File: src/rtl/hovalaag_input_queue.sv
// Dual-channel show-ahead input queue feeding the Hovalaag CPU IN1/IN2 ports.
// A host pushes tagged 12-bit words through one valid/ready port. Each channel
// presents its head word combinationally and pops it on the CPU adv strobe.
module hovalaag_input_queue #(
  parameter int DEPTH = 16,
  parameter int AW    = $clog2(DEPTH)
) (
  input  logic          clk,
  input  logic          rst,
  input  logic [11:0]   wr_data,
  input  logic          wr_sel,
  input  logic          wr_valid,
  output logic          wr_ready,
  output logic [11:0]   IN1,
  input  logic          IN1_adv,
  output logic [11:0]   IN2,
  input  logic          IN2_adv,
  output logic [AW:0]   in1_count,
  output logic [AW:0]   in2_count,
  output logic          in1_empty,
  output logic          in2_empty,
  output logic          underflow1,
  output logic          underflow2
);

  localparam logic [AW:0] FULL_CNT = (AW + 1)'(DEPTH);

  logic [11:0]   mem [2][DEPTH];
  logic [AW-1:0] rd_ptr [2];
  logic [AW-1:0] wr_ptr [2];
  logic [AW:0]   cnt [2];
  logic [1:0]    uf;

  logic       accept;
  logic [1:0] adv;
  logic [1:0] nonempty;
  logic [1:0] push;
  logic [1:0] pop;

  // Handshake and per-channel push/pop qualification; ready ignores same-cycle pops.
  always_comb begin
    adv         = {IN2_adv, IN1_adv};
    nonempty[0] = (cnt[0] != '0);
    nonempty[1] = (cnt[1] != '0);
    wr_ready    = (cnt[wr_sel] != FULL_CNT);
    accept      = wr_valid && wr_ready;
    push[0]     = accept && !wr_sel;
    push[1]     = accept && wr_sel;
    pop         = adv & nonempty;
  end

  // Storage write; contents are deliberately not reset since an empty channel never shows them.
  always_ff @(posedge clk) begin
    for (int c = 0; c < 2; c++) begin
      if (push[c]) mem[c][wr_ptr[c]] <= wr_data;
    end
  end

  // Pointer, occupancy and sticky underflow update; reset overrides every push and pop.
  always_ff @(posedge clk) begin
    if (rst) begin
      for (int c = 0; c < 2; c++) begin
        rd_ptr[c] <= '0;
        wr_ptr[c] <= '0;
        cnt[c]    <= '0;
      end
      uf <= '0;
    end else begin
      for (int c = 0; c < 2; c++) begin
        if (push[c]) wr_ptr[c] <= wr_ptr[c] + 1'b1;
        if (pop[c])  rd_ptr[c] <= rd_ptr[c] + 1'b1;
        case ({push[c], pop[c]})
          2'b10:   cnt[c] <= cnt[c] + 1'b1;
          2'b01:   cnt[c] <= cnt[c] - 1'b1;
          default: cnt[c] <= cnt[c];
        endcase
        if (adv[c] && !nonempty[c]) uf[c] <= 1'b1;
      end
    end
  end

  // Show-ahead head words, forced to zero while a channel is empty.
  always_comb begin
    IN1        = nonempty[0] ? mem[0][rd_ptr[0]] : 12'h000;
    IN2        = nonempty[1] ? mem[1][rd_ptr[1]] : 12'h000;
    in1_count  = cnt[0];
    in2_count  = cnt[1];
    in1_empty  = !nonempty[0];
    in2_empty  = !nonempty[1];
    underflow1 = uf[0];
    underflow2 = uf[1];
  end

endmodule

File: config.mk
export PLATFORM = sky130hd
export DESIGN_NAME = hovalaag_input_queue
export DESIGN_NICKNAME = d
export VERILOG_FILES = /design/src/rtl/hovalaag_input_queue.sv
export SDC_FILE = /design/constraint.sdc
export NUM_CORES = 1
export LEC_CHECK = 0
export BUFFER_PORTS_ARGS = -buffer_cell sky130_fd_sc_hd__buf_2
export CELL_PAD_IN_SITES_DETAIL_PLACEMENT = 0
export CELL_PAD_IN_SITES_GLOBAL_PLACEMENT = 1
export CORE_UTILIZATION = 30
export CTS_BUF_LIST = sky130_fd_sc_hd__clkbuf_4 sky130_fd_sc_hd__clkbuf_8 sky130_fd_sc_hd__clkbuf_16
export DETAILED_ROUTE_END_ITERATION = 10
export HOLD_SLACK_MARGIN = 0.12
export PLACE_DENSITY_LB_ADDON = 0.15
export SKIP_LAST_GASP = 1
export SLEW_MARGIN = 10
export SYNTH_ARGS = -nofsm -noshare
export SYNTH_HDL_FRONTEND = slang
export SYNTH_SLANG_ARGS = --single-unit
export TNS_END_PERCENT = 5
File: constraint.sdc
create_clock -name clk -period 7.3 [get_ports clk]
set_input_delay 1.46 -clock clk [delete_from_list [all_inputs] [get_ports clk]]
set_output_delay 1.46 -clock clk [all_outputs]
set_load 0.005 [all_outputs]
---- Yosys cells after proc, flatten, opt, wreduce, memory -nomap -nowiden ----
Memories as Yosys holds them, arrays and structs flattened.
Cells that the tools add are included.
storage, ports and cells
  register bits after elaboration ......... 2
  bits in writable memories ............... 410
  output and inout bits ................... 39
  memories kept ........................... 4
operators by class
  $add $sub $neg .......................... 8
  magnitude comparators ................... 6
  equal/unequal tests ..................... 5
  multiplexer cells ....................... 59
  bitwise operators ....................... 15
  reductions and logical operators ........ 15
memory list
  name    depth  width  read ports  clocked after Yosys merged registers in  write ports  line  RTL
  mem     2      192    2           0                                        1            28    logic [11:0] mem [2][DEPTH];
  cnt     2      5      3           0                                        2            31    logic [AW:0] cnt [2];
  rd_ptr  2      4      2           0                                        2            29    logic [AW-1:0] rd_ptr [2];
  wr_ptr  2      4      2           0                                        2            30    logic [AW-1:0] wr_ptr [2];
operators with widths
  operator             count
  $mux 192             4
  $reduce_or 192->1    1
  $bmux 12 s4          2
  $demux 12 s4         2
  $mux 12              8
  $mux 1               33
  $mux 5               6
  $ge 5x5->1 const B   4
  $not 4->5            4
  $add 4x1->4 const B  4
  $mux 4               4
  $add 5x1->5 const B  2
  $lt 5x1->1 const B   2
  $or 1x1->1           10
  $reduce_bool 5->1    2
  $sub 5x1->5 const B  2
  $logic_and 1x1->1    7
  $ne 5x5->1 const B   1
  $eq 2x1->1 const B   2
  $eq 2x2->1 const B   2
  $reduce_or 2->1      2
  $logic_not 1->1      3
  $and 2x2->2          1

---- Depth between registers and ports, before layout ----
Gate-level depths: netlist of the first run.
An unclocked memory read counts as a cell.
  depth after elaboration ................. 11
  gate-level depth with buffers ........... 12

---- Worst setup path before layout of the first run ----
OpenSTA, ideal clock, no wires.
  path kind ............................... input port to flip-flop
  from .................................... in wr_valid
  to ...................................... mem mem[0][144] in the netlist's numbering (enable)
  library setup time ...................... 417 ps
  arrival ................................. 3324 ps
  path slack .............................. 3559 ps
  cell stages on the path ................. 4
  buffers on the path ..................... 1
  path through ............................ inv_1 > a211o_1 > clkbuf_1 > nor4b_1
on the way
  longest elaborated chain between the ends .. 6
ends and longest elaborated chain
  what                                          line  RTL
  from (decl)                                   12    input logic wr_valid,
  $logic_and 1x1->1 (*)                         46    accept = wr_valid && wr_ready;
  $logic_and 1x1->1                             48    push[1] = accept && wr_sel;
  $mux 1                                        55    if (push[c]) mem[c][wr_ptr[c]] <= wr_data;
  $mux 192 (not written as such)                55
  $reduce_or 192->1 (no line)                   --
  $mux 1 (no line) or $mux 192 (tied branches)  --
  to (decl)                                     28
Mark *: on every way between the ends. The rest lies on a longest branch, timed or not.

==> flow_summary.toml, run 1 <==
[die]
die_w_um = 237
core-area_um2 = 54200
die_area_um2 = 56200
die-height_um = 237
start_util = 0.305
ios = 57
rows = 85

[worst_setup_path]
path_max_fanout = 29
critical_path_required_ns = 5.84
critPathKind = "register to output port"
start_kind = "register"
cp.arrival_ns = 3.37
endpoint_kind = "output port"

[yosys]
ys_top_cells_by_count = "edfxtp_1 (410), mux4_2 (96), nor2_1 (46)"
synth.top_cell.area_share = 0.743
synth_cells = 831
syn_area_um2 = 16600
yosysWarnings = 0
synth_nets = 867
yosysMostFrequentCell = "edfxtp_1"
yosysUniqueCellTypes = 49
synthTopCellsByArea = "edfxtp_1 (74%), mux4_2 (13%), ha_1 (1.4%), a211oi_1 (1.1%), nor2_1 (1.0%)"
yosys.area.top_type = "edfxtp_1"
ys_async_sr_fraction = 0
avgSynthCellArea_um2 = 19.9
ys_seq_area_frac = 0.746
synth_edf_count = 410
ys_ff_latch = 412
synth-main-ff-cell = "edfxtp_1"

[job]
max-cap-violations = 0

[global_route]
grt_pass1_vias = 8278
grt_max_degree = 50
grt_usage = 0.139
grt_pass1_wl_mm = 56.9
overflow = 0
antenna_found_initial = 1

[worst_hold_path]
hp-class = "register to register"

[timing]
period_minus_slack_ns = 4.83
post-route-period-util = 0.661
finalMaxSlewViolations = 0
grt_setup_unrepaired = "false"
finalSetupTns_ns = 0
hold_viol_final = 0
worstMarginPinSlew_ns = 1.18
max_freq_mhz = 207
slew_headroom = 0.215
skew_ns = 0.0129
finalSetupViolCount = 0

[clocking]
clock-sinks = 412
cts_setup_buffers = 0
clock_latency_ns = 0.56
clkTransAtPathRegs_ns = 0.06
cts_tree = "yes"
cts_max_path_buffers = 3
post_cts_resize_count = 0
cts_hold_buf = 0
cts_buffers = 46
h-tree-depth = 2
clockRootBuffer = "clkbuf_16"

[route]
ant_nets = 0
first_iter_violations = 402
dr.pass1.iters = 4
drc = 0
wl_mm = 38.5
wl_per_cell_um = 23.4
vias_per_cell = 4.86
via_count = 7984

[cells_and_area]
final-seq-area_um2 = 12400
multi_input_area_um2 = 3920
drive_above_1_share = 0.296
syn2layout_area_growth_pct = 15.7
finalNetCount = 947
fin_util = 0.353
fillerInstances = 5121

[placed_design]
detailed_place_hpwl_mm = 22.1
gp_congestion = 0.680
portBuffers = 56

[power_and_ir_drop]
p_leak_uw = 0.00621
peakVddDrop_mv = 0.168
p_per_area_nw_per_um2 = 294

[run_status]
status = "finished, final reports clean"
## per-stage QoR
| stage | setup WS (ns) | hold slack (ns) | std cells | power, µW | instance area, µm² |
|---|---|---|---|---|---|
| global placement | 2.96 | 0.448 | 1559 | 3500 | 17700 |
| floorplan | 3.56 | 0.460 | 831 | 3220 | 16600 |
| global route | 2.22 | 0.513 | 1640 | 5860 | 19200 |
| CTS | 2.38 | 0.479 | 1640 | 5730 | 19200 |
| detailed placement | 3.00 | 0.463 | 1559 | 3500 | 17700 |
| finish | 2.47 | 0.478 | 1642 | 5630 | 19200 |
## registers in the layout (all words and copies together), names as in the netlist
name	flops
uf	2
wr_ptr	8
mem	384
rd_ptr	8
cnt	10
## critical path: stages, from the launching register on
cell and delay [ns]:
edfxtp_1 1.12, buf_4 0.57, mux4_2 0.38, inv_1 0.06, o22ai_1 0.14, a221o_1 0.35
buf_2 0.15
## power by group
group | leakage, µW | total [µW] | internal (µW) | switching [µW]
combinational | 0.00174 | 703 | 317 | 386
clock | 0.000718 | 2200 | 1290 | 914
sequential | 0.00375 | 2730 | 2660 | 66.9
## cell type report
cell class	count	area share
tap	696	0.0454
inverter	42	0.00829
clock inverter	22	0.00809
clock buffer	59	0.0661
antenna	2	0.000261
multi-input combinational	332	0.205
timing repair buffer	77	0.0228
sequential	412	0.644
## metal layers
metal / vias up / track usage / part of all wire
met5: - / 0 / 0.00044
met4: 2 / 0.0411 / 0.019
met3: 63 / 0.0239 / 0.040
met2: 138 / 0.231 / 0.48
met1: 4232 / 0.187 / 0.46
li1: 3549 / - / -
## cell families (layout without fill, tap and decap cells)
family / after synthesis / count (layout) / synth area share
flops: 412 / 412 / 0.746
buf+inv: 87 / 200 / 0.0235
other cells: 0 / 2 / 0
simple gates: 120 / 120 / 0.0398
compound gates: 71 / 71 / 0.0318
mux: 110 / 110 / 0.139
fa+ha+maj: 18 / 18 / 0.0136
xor+xnor: 13 / 13 / 0.00687
## cells in the final DEF, fill, tap and decap left out, types with 6 or more instances in the layout
master	synthesis	layout
a211oi_1	24	24
a21oi_1	8	8
a221o_1	12	12
buf_2	10	56
buf_4	5	21
clkbuf_16	0	47
clkbuf_4	0	12
clkinv_1	0	10
clkinv_2	1	9
edfxtp_1	410	410
ha_1	18	18
inv_1	41	41
mux2i_1	14	14
mux4_2	96	96
nand2_1	8	8
nand2b_1	6	6
nand3_1	7	7
nor2_1	46	34
nor2_2	0	12
nor2b_1	13	13
o22ai_1	12	12
xor2_1	8	8
## path summary, 6_finish.rpt
kind                      from        end  slack [ns]  cells after the start
setup / recovery  rd_ptr[0][5]     IN2[5]        2.47                      6
hold reg to reg          uf[1]      uf[1]        0.48                      2
hold / removal           uf[1]      uf[1]        0.48                      2
setup reg to reg     cnt[0][1]  cnt[0][2]        3.77                     10
Note: power is estimated with default switching activity, not from simulation.
==> inputs of run 2 (changes only) <==
==> constraint.sdc (replaced) <==
create_clock -name clk -period 4.1 [get_ports clk]
set_input_delay 0.82 -clock clk [delete_from_list [all_inputs] [get_ports clk]]
set_output_delay 0.82 -clock clk [all_outputs]
set_load 0.005 [all_outputs]
==> run 2 against run 1 <==
Compared with the run above:
- clock skew is 0.0055 ns higher
- register-to-register slack worse by 3.0 ns
- core utilization is 0.49 points higher
- worst hold slack worse by 0.0024 ns
- global-route usage is 0.30 points higher
==> flow_summary.toml, run 2 (synthesis results as in run 1) <==
[run_status]
status = "finished, final reports clean"

[clocking]
post_cts_resize_count = 0
h-tree-depth = 2
clockRootBuffer = "clkbuf_16"
clock-sinks = 412
clkTransAtPathRegs_ns = 0.06
cts_setup_buffers = 0
cts_buffers = 46
cts_tree = "yes"
cts_hold_buf = 0
clock_latency_ns = 0.58
cts_max_path_buffers = 3

[power_and_ir_drop]
p_per_area_nw_per_um2 = 528
p_leak_uw = 0.00637
peakVddDrop_mv = 0.364

[die]
die_w_um = 237
rows = 85
start_util = 0.305
die_area_um2 = 56200
die-height_um = 237
ios = 57
core-area_um2 = 54200

[placed_design]
placed_area_um2 = 17900
gp_congestion = 0.732
portBuffers = 56
detailed_place_hpwl_mm = 23.1

[cells_and_area]
final_common_cell = "edfxtp_1"
largest_reg_flops = 384
drive_above_1_share = 0.297
syn2layout_area_growth_pct = 17.3
finalNetCount = 969
final_area_um2 = 19400
final_cell_mix = "edfxtp_1 (410), mux4_2 (96), buf_2 (56)"

[timing]
grt_setup_unrepaired = "false"
worstMarginPinSlew_ns = 1.03
finalSetupTns_ns = 0
period_minus_slack_ns = 3.74
skew_ns = 0.0185
max_freq_mhz = 267
hold_viol_final = 0
finalMaxSlewViolations = 0
post-route-period-util = 0.913
finalSetupViolCount = 0
slew_headroom = 0.315

[global_route]
overflow = 0
grt_max_degree = 38
grt_usage = 0.142
grt_pass1_wl_mm = 57.3
grt_pass1_vias = 8354
antenna_found_initial = 0

[route]
first_iter_violations = 403
wl_mm = 39.4
vias_per_cell = 4.80
wl_per_cell_um = 23.7
via_count = 7988
drc = 0
dr.pass1.iters = 5
ant_nets = 0

[worst_setup_path]
critical_path_required_ns = 3.28
critPathKind = "register to output port"
start_kind = "register"
path_max_fanout = 12
endpoint_kind = "output port"
cp.arrival_ns = 2.92

[job]
max-cap-violations = 0

[worst_hold_path]
hp-class = "register to register"
-- run 2: cell count changes in the layout (fill, tap and decap cells not counted), sizes merged --
cell and change:
buf +22, bufinv +3, clkbuf -2, diode -1, inv -1
-- run 2: through the flow --
| stage | util | setup WS (ns) | power (µW) | std cells | hold WS, ns |
|---|---|---|---|---|---|
| 2_1_floorplan | - | 0.999 | 5740 | 831 | 0.460 |
| 3_3_place_gp | 0.331 | 0.721 | 6280 | 1581 | 0.451 |
| 3_5_place_dp | 0.331 | 0.736 | 6280 | 1581 | 0.463 |
| 4_1_cts | 0.358 | 0.248 | 10400 | 1662 | 0.466 |
| 5_1_grt | 0.358 | 0.101 | 10700 | 1662 | 0.493 |
| 6_report | 0.358 | 0.357 | 10300 | 1663 | 0.476 |
-- run 2: path summary, 6_finish.rpt --
check | startpoint | end | slack [ns] | cells after the start
setup / recovery | cnt[1][0] | IN2[4] | 0.36 | 7
hold / removal | uf[0] | uf[0] | 0.48 | 2
setup reg to reg | cnt[0][1] | cnt[0][4] | 0.79 | 10
hold reg to reg | uf[0] | uf[0] | 0.48 | 2
-- run 2: cell type report --
type / instances / area [µm²]
antenna: 1 / 2.50
clock buffer: 57 / 1250
timing repair buffer: 99 / 653
clock inverter: 24 / 253
multi-input combinational: 332 / 3890
fill: 5086 / 34800
inverter: 42 / 159
tap: 696 / 871
sequential: 412 / 12400
-- run 2: metal layers --
layer	vias up	track usage	wire length, µm
met3	59	0.0231	1920
met2	146	0.239	19500
met5	-	0	0
li1	3583	-	-
met4	0	0.0457	842
met1	4200	0.188	17000
-- run 2: power breakdown --
| part | total, µW | leakage, µW | switching, µW | internal [µW] |
|---|---|---|---|---|
| logic | 1300 | 0.00187 | 705 | 595 |
| clock network | 4120 | 0.000748 | 1650 | 2470 |
| registers | 4850 | 0.00375 | 107 | 4740 |
| total | 10300 | 0.00637 | 2460 | 7800 |
-- run 2: critical path: stages (launching register included) --
cell and delay (ns):
edfxtp_1 0.42, inv_1 0.07, ha_1 0.25, or4b_4 0.26, clkinv_2 0.09, nor3b_2 0.81
a221o_1 0.33, buf_2 0.13
==> inputs of run 3 (changes only) <==
--- a/config.mk
+++ b/config.mk
@@ -5,11 +5,13 @@
 export SDC_FILE = /design/constraint.sdc
 export NUM_CORES = 1
 export LEC_CHECK = 0
+export ABC_AREA = 1
 export BUFFER_PORTS_ARGS = -buffer_cell sky130_fd_sc_hd__buf_2
 export CELL_PAD_IN_SITES_DETAIL_PLACEMENT = 0
 export CELL_PAD_IN_SITES_GLOBAL_PLACEMENT = 1
 export CORE_UTILIZATION = 30
 export CTS_BUF_LIST = sky130_fd_sc_hd__clkbuf_4 sky130_fd_sc_hd__clkbuf_8 sky130_fd_sc_hd__clkbuf_16
+export CTS_CLUSTER_SIZE = 14
 export DETAILED_ROUTE_END_ITERATION = 10
 export HOLD_SLACK_MARGIN = 0.12
 export PLACE_DENSITY_LB_ADDON = 0.15
==> run 3 against run 2 <==
Compared with the run above:
- via count rose by 39%
- critical path depth grew 2
- largest cell class unchanged
- synthesized cell count up 88%
- critical path type unchanged
- sequential power about the same
- clock power decreased by 5.3%
- sequential share of layout area decreased by 2.0 points
- cell area grew 3.3%
- global-route usage up 2.0 points
- non-clock buffer count decreased by 6
==> flow_summary.toml, run 3 <==
[yosys]
yosys.area.top_type = "edfxtp_1"
synthAdderAreaFrac = 0.0128
ys_ff_latch = 412
yosysMostFrequentCell = "nand2_1"
yosysWarnings = 0
avgSynthCellArea_um2 = 11.3
ys_top_cells_by_count = "nand2_1 (586), edfxtp_1 (410), nand3_1 (216)"
synthSimpleGateAreaFrac = 0.221
synth_xor_area_frac = 0.00697
synth_top_family_by_area = "simple AND/OR/NAND/NOR gates"
yosysUniqueCellTypes = 31
synthMuxAreaShare = 0
ys_seq_area_frac = 0.702
synth_compound_area_frac = 0.0186
synthTopCellsByArea = "edfxtp_1 (70%), nand2_1 (13%), nand3_1 (6.1%), nor2_1 (1.8%), a21oi_1 (1.5%)"
synth_edf_count = 410
synth_nets = 1595
synth_cells = 1559
ys_async_sr_fraction = 0
syn_area_um2 = 17600
synth-main-ff-cell = "edfxtp_1"
synth.top_cell.area_share = 0.700

[worst_setup_path]
rr_startpoint = "cnt[1][2]"
rrSetupSlack_ns = 1.30
endpoint_kind = "output port"
path_max_fanout = 28
start_kind = "register"
critical_path_required_ns = 3.28
r2r_end = "cnt[0][4]"
rr_worst_depth = 16
endpoint = "IN2[3]"
critPathKind = "register to output port"
cp.arrival_ns = 2.64
startpoint = "rd_ptr[0][4]"

[timing]
grt_setup_unrepaired = "false"
max_freq_mhz = 289
skew_ns = 0.0241
hold_viol_final = 0
finalMaxSlewViolations = 0
period_minus_slack_ns = 3.46
finalSetupTns_ns = 0
finalSetupViolCount = 0
worstMarginPinSlew_ns = 0.884
post-route-period-util = 0.844
slew_headroom = 0.410

[route]
dr.pass1.iters = 5
wl_per_cell_um = 19.8
wl_mm = 47.8
via_count = 11100
drc = 0
vias_per_cell = 4.61
first_iter_violations = 697
ant_nets = 0

[cells_and_area]
layout.cells.non_filler = 2419
finalNetCount = 1657
drive_above_1_share = 0.116
final-seq-area_um2 = 12400
multi_input_area_um2 = 4570
final_common_cell = "nand2_1"
fillerInstances = 5825
syn2layout_area_growth_pct = 14.1
final_cell_mix = "nand2_1 (586), edfxtp_1 (410), nand3_1 (216)"
largest_reg_flops = 384

[worst_hold_path]
hp-class = "register to register"
min_from = "uf[1]"

[clocking]
cts_setup_buffers = 0
h-tree-depth = 2
clock-sinks = 412
cts_buffers = 46
cts_tree = "yes"
cts_hold_buf = 0
clock_latency_ns = 0.58
post_cts_resize_count = 0
cts_max_path_buffers = 3
clkTransAtPathRegs_ns = 0.06
clockRootBuffer = "clkbuf_16"

[job]
max-cap-violations = 0

[die]
start_util = 0.304
ios = 57
core-area_um2 = 57800
die-height_um = 244
die_w_um = 244
rows = 88
die_area_um2 = 59600

[global_route]
grt_pass1_wl_mm = 72.3
grt_usage = 0.162
antenna_found_initial = 2
overflow = 0
grt_max_degree = 100
grt_pass1_vias = 11000

[power_and_ir_drop]
p_per_area_nw_per_um2 = 526
pwr-share-comb = 0.172
clockPowerShare = 0.370
seqPwrFrac = 0.459
peakVddDrop_mv = 0.368
p_switching_uw = 2990
power.internal_uw = 7560
p_leak_uw = 0.00752
switching_share = 0.283

[placed_design]
gp_congestion = 0.751
dp.cells = 2338
portBuffers = 56
detailed_place_hpwl_mm = 27.8

[run_status]
status = "finished, final reports clean"
run 3: worst max-delay path: stages, from the launching register on:
cell,delay (ns)
edfxtp_1,0.44
clkinv_2,0.37
buf_4,0.35
nand2_1,0.08
nand3_1,0.08
nand3_1,0.18
nand2_1,0.13
nand2_1,0.09
a21oi_1,0.19
buf_2,0.15
run 3: layer usage:
layer,track usage,up-vias,part of all wire
li1,-,5450,-
met1,0.222,5454,0.47
met2,0.266,180,0.47
met3,0.0262,59,0.040
met4,0.0447,0,0.020
met5,0,-,0
run 3: stage by stage:
| stage | cell area [µm²] | util | setup slack [ns] | total power (µW) | hold slack (ns) |
|---|---|---|---|---|---|
| final | 20100 | 0.347 | 0.641 | 10600 | 0.445 |
| after global routing | 20100 | 0.347 | 0.419 | 11100 | 0.476 |
| after CTS | 20100 | 0.347 | 0.548 | 10700 | 0.449 |
| after detailed placement | 18700 | 0.323 | 0.902 | 6790 | 0.441 |
| after global placement | 18700 | 0.323 | 0.931 | 6790 | 0.435 |
| after floorplan | 17600 | - | 1.30 | 6080 | 0.441 |
run 3: power groups by stage:
stage          Sequential, µW  Combinational, µW  Clock [µW]
3_3_place_gp             4930               1860           0
5_1_grt                  4850               2060        4160
4_1_cts                  4840               1870        4020
6_report                 4840               1810        3900
3_5_place_dp             4930               1860           0
2_1_floorplan            4900               1180           0
run 3: worst min-delay path by stage:
stage             to  slack (ns)  cells past startpoint
3_5_place_dp   uf[1]        0.44                      2
5_1_grt        uf[1]        0.48                      2
2_1_floorplan  uf[1]        0.44                      2
3_3_place_gp   uf[1]        0.44                      2
4_1_cts        uf[1]        0.45                      2
6_report       uf[1]        0.45                      2
run 3: logic make-up after synthesis:
group | after synthesis
adder cells (fa/ha/maj) | 18
AND/OR/NAND/NOR | 924
XOR/XNOR | 14
buffers and inverters | 129
flip-flops | 412
AO/OA/AOI/OAI | 62
run 3: layout make-up:
type,count,share of cell area
diodes,2,0.000249
clock buffers,63,0.0646
clock inverters,16,0.00524
inverters,50,0.00941
multi-input cells,1018,0.228
flip-flops and latches,412,0.615
well taps,765,0.0477
repair buffers,93,0.0297
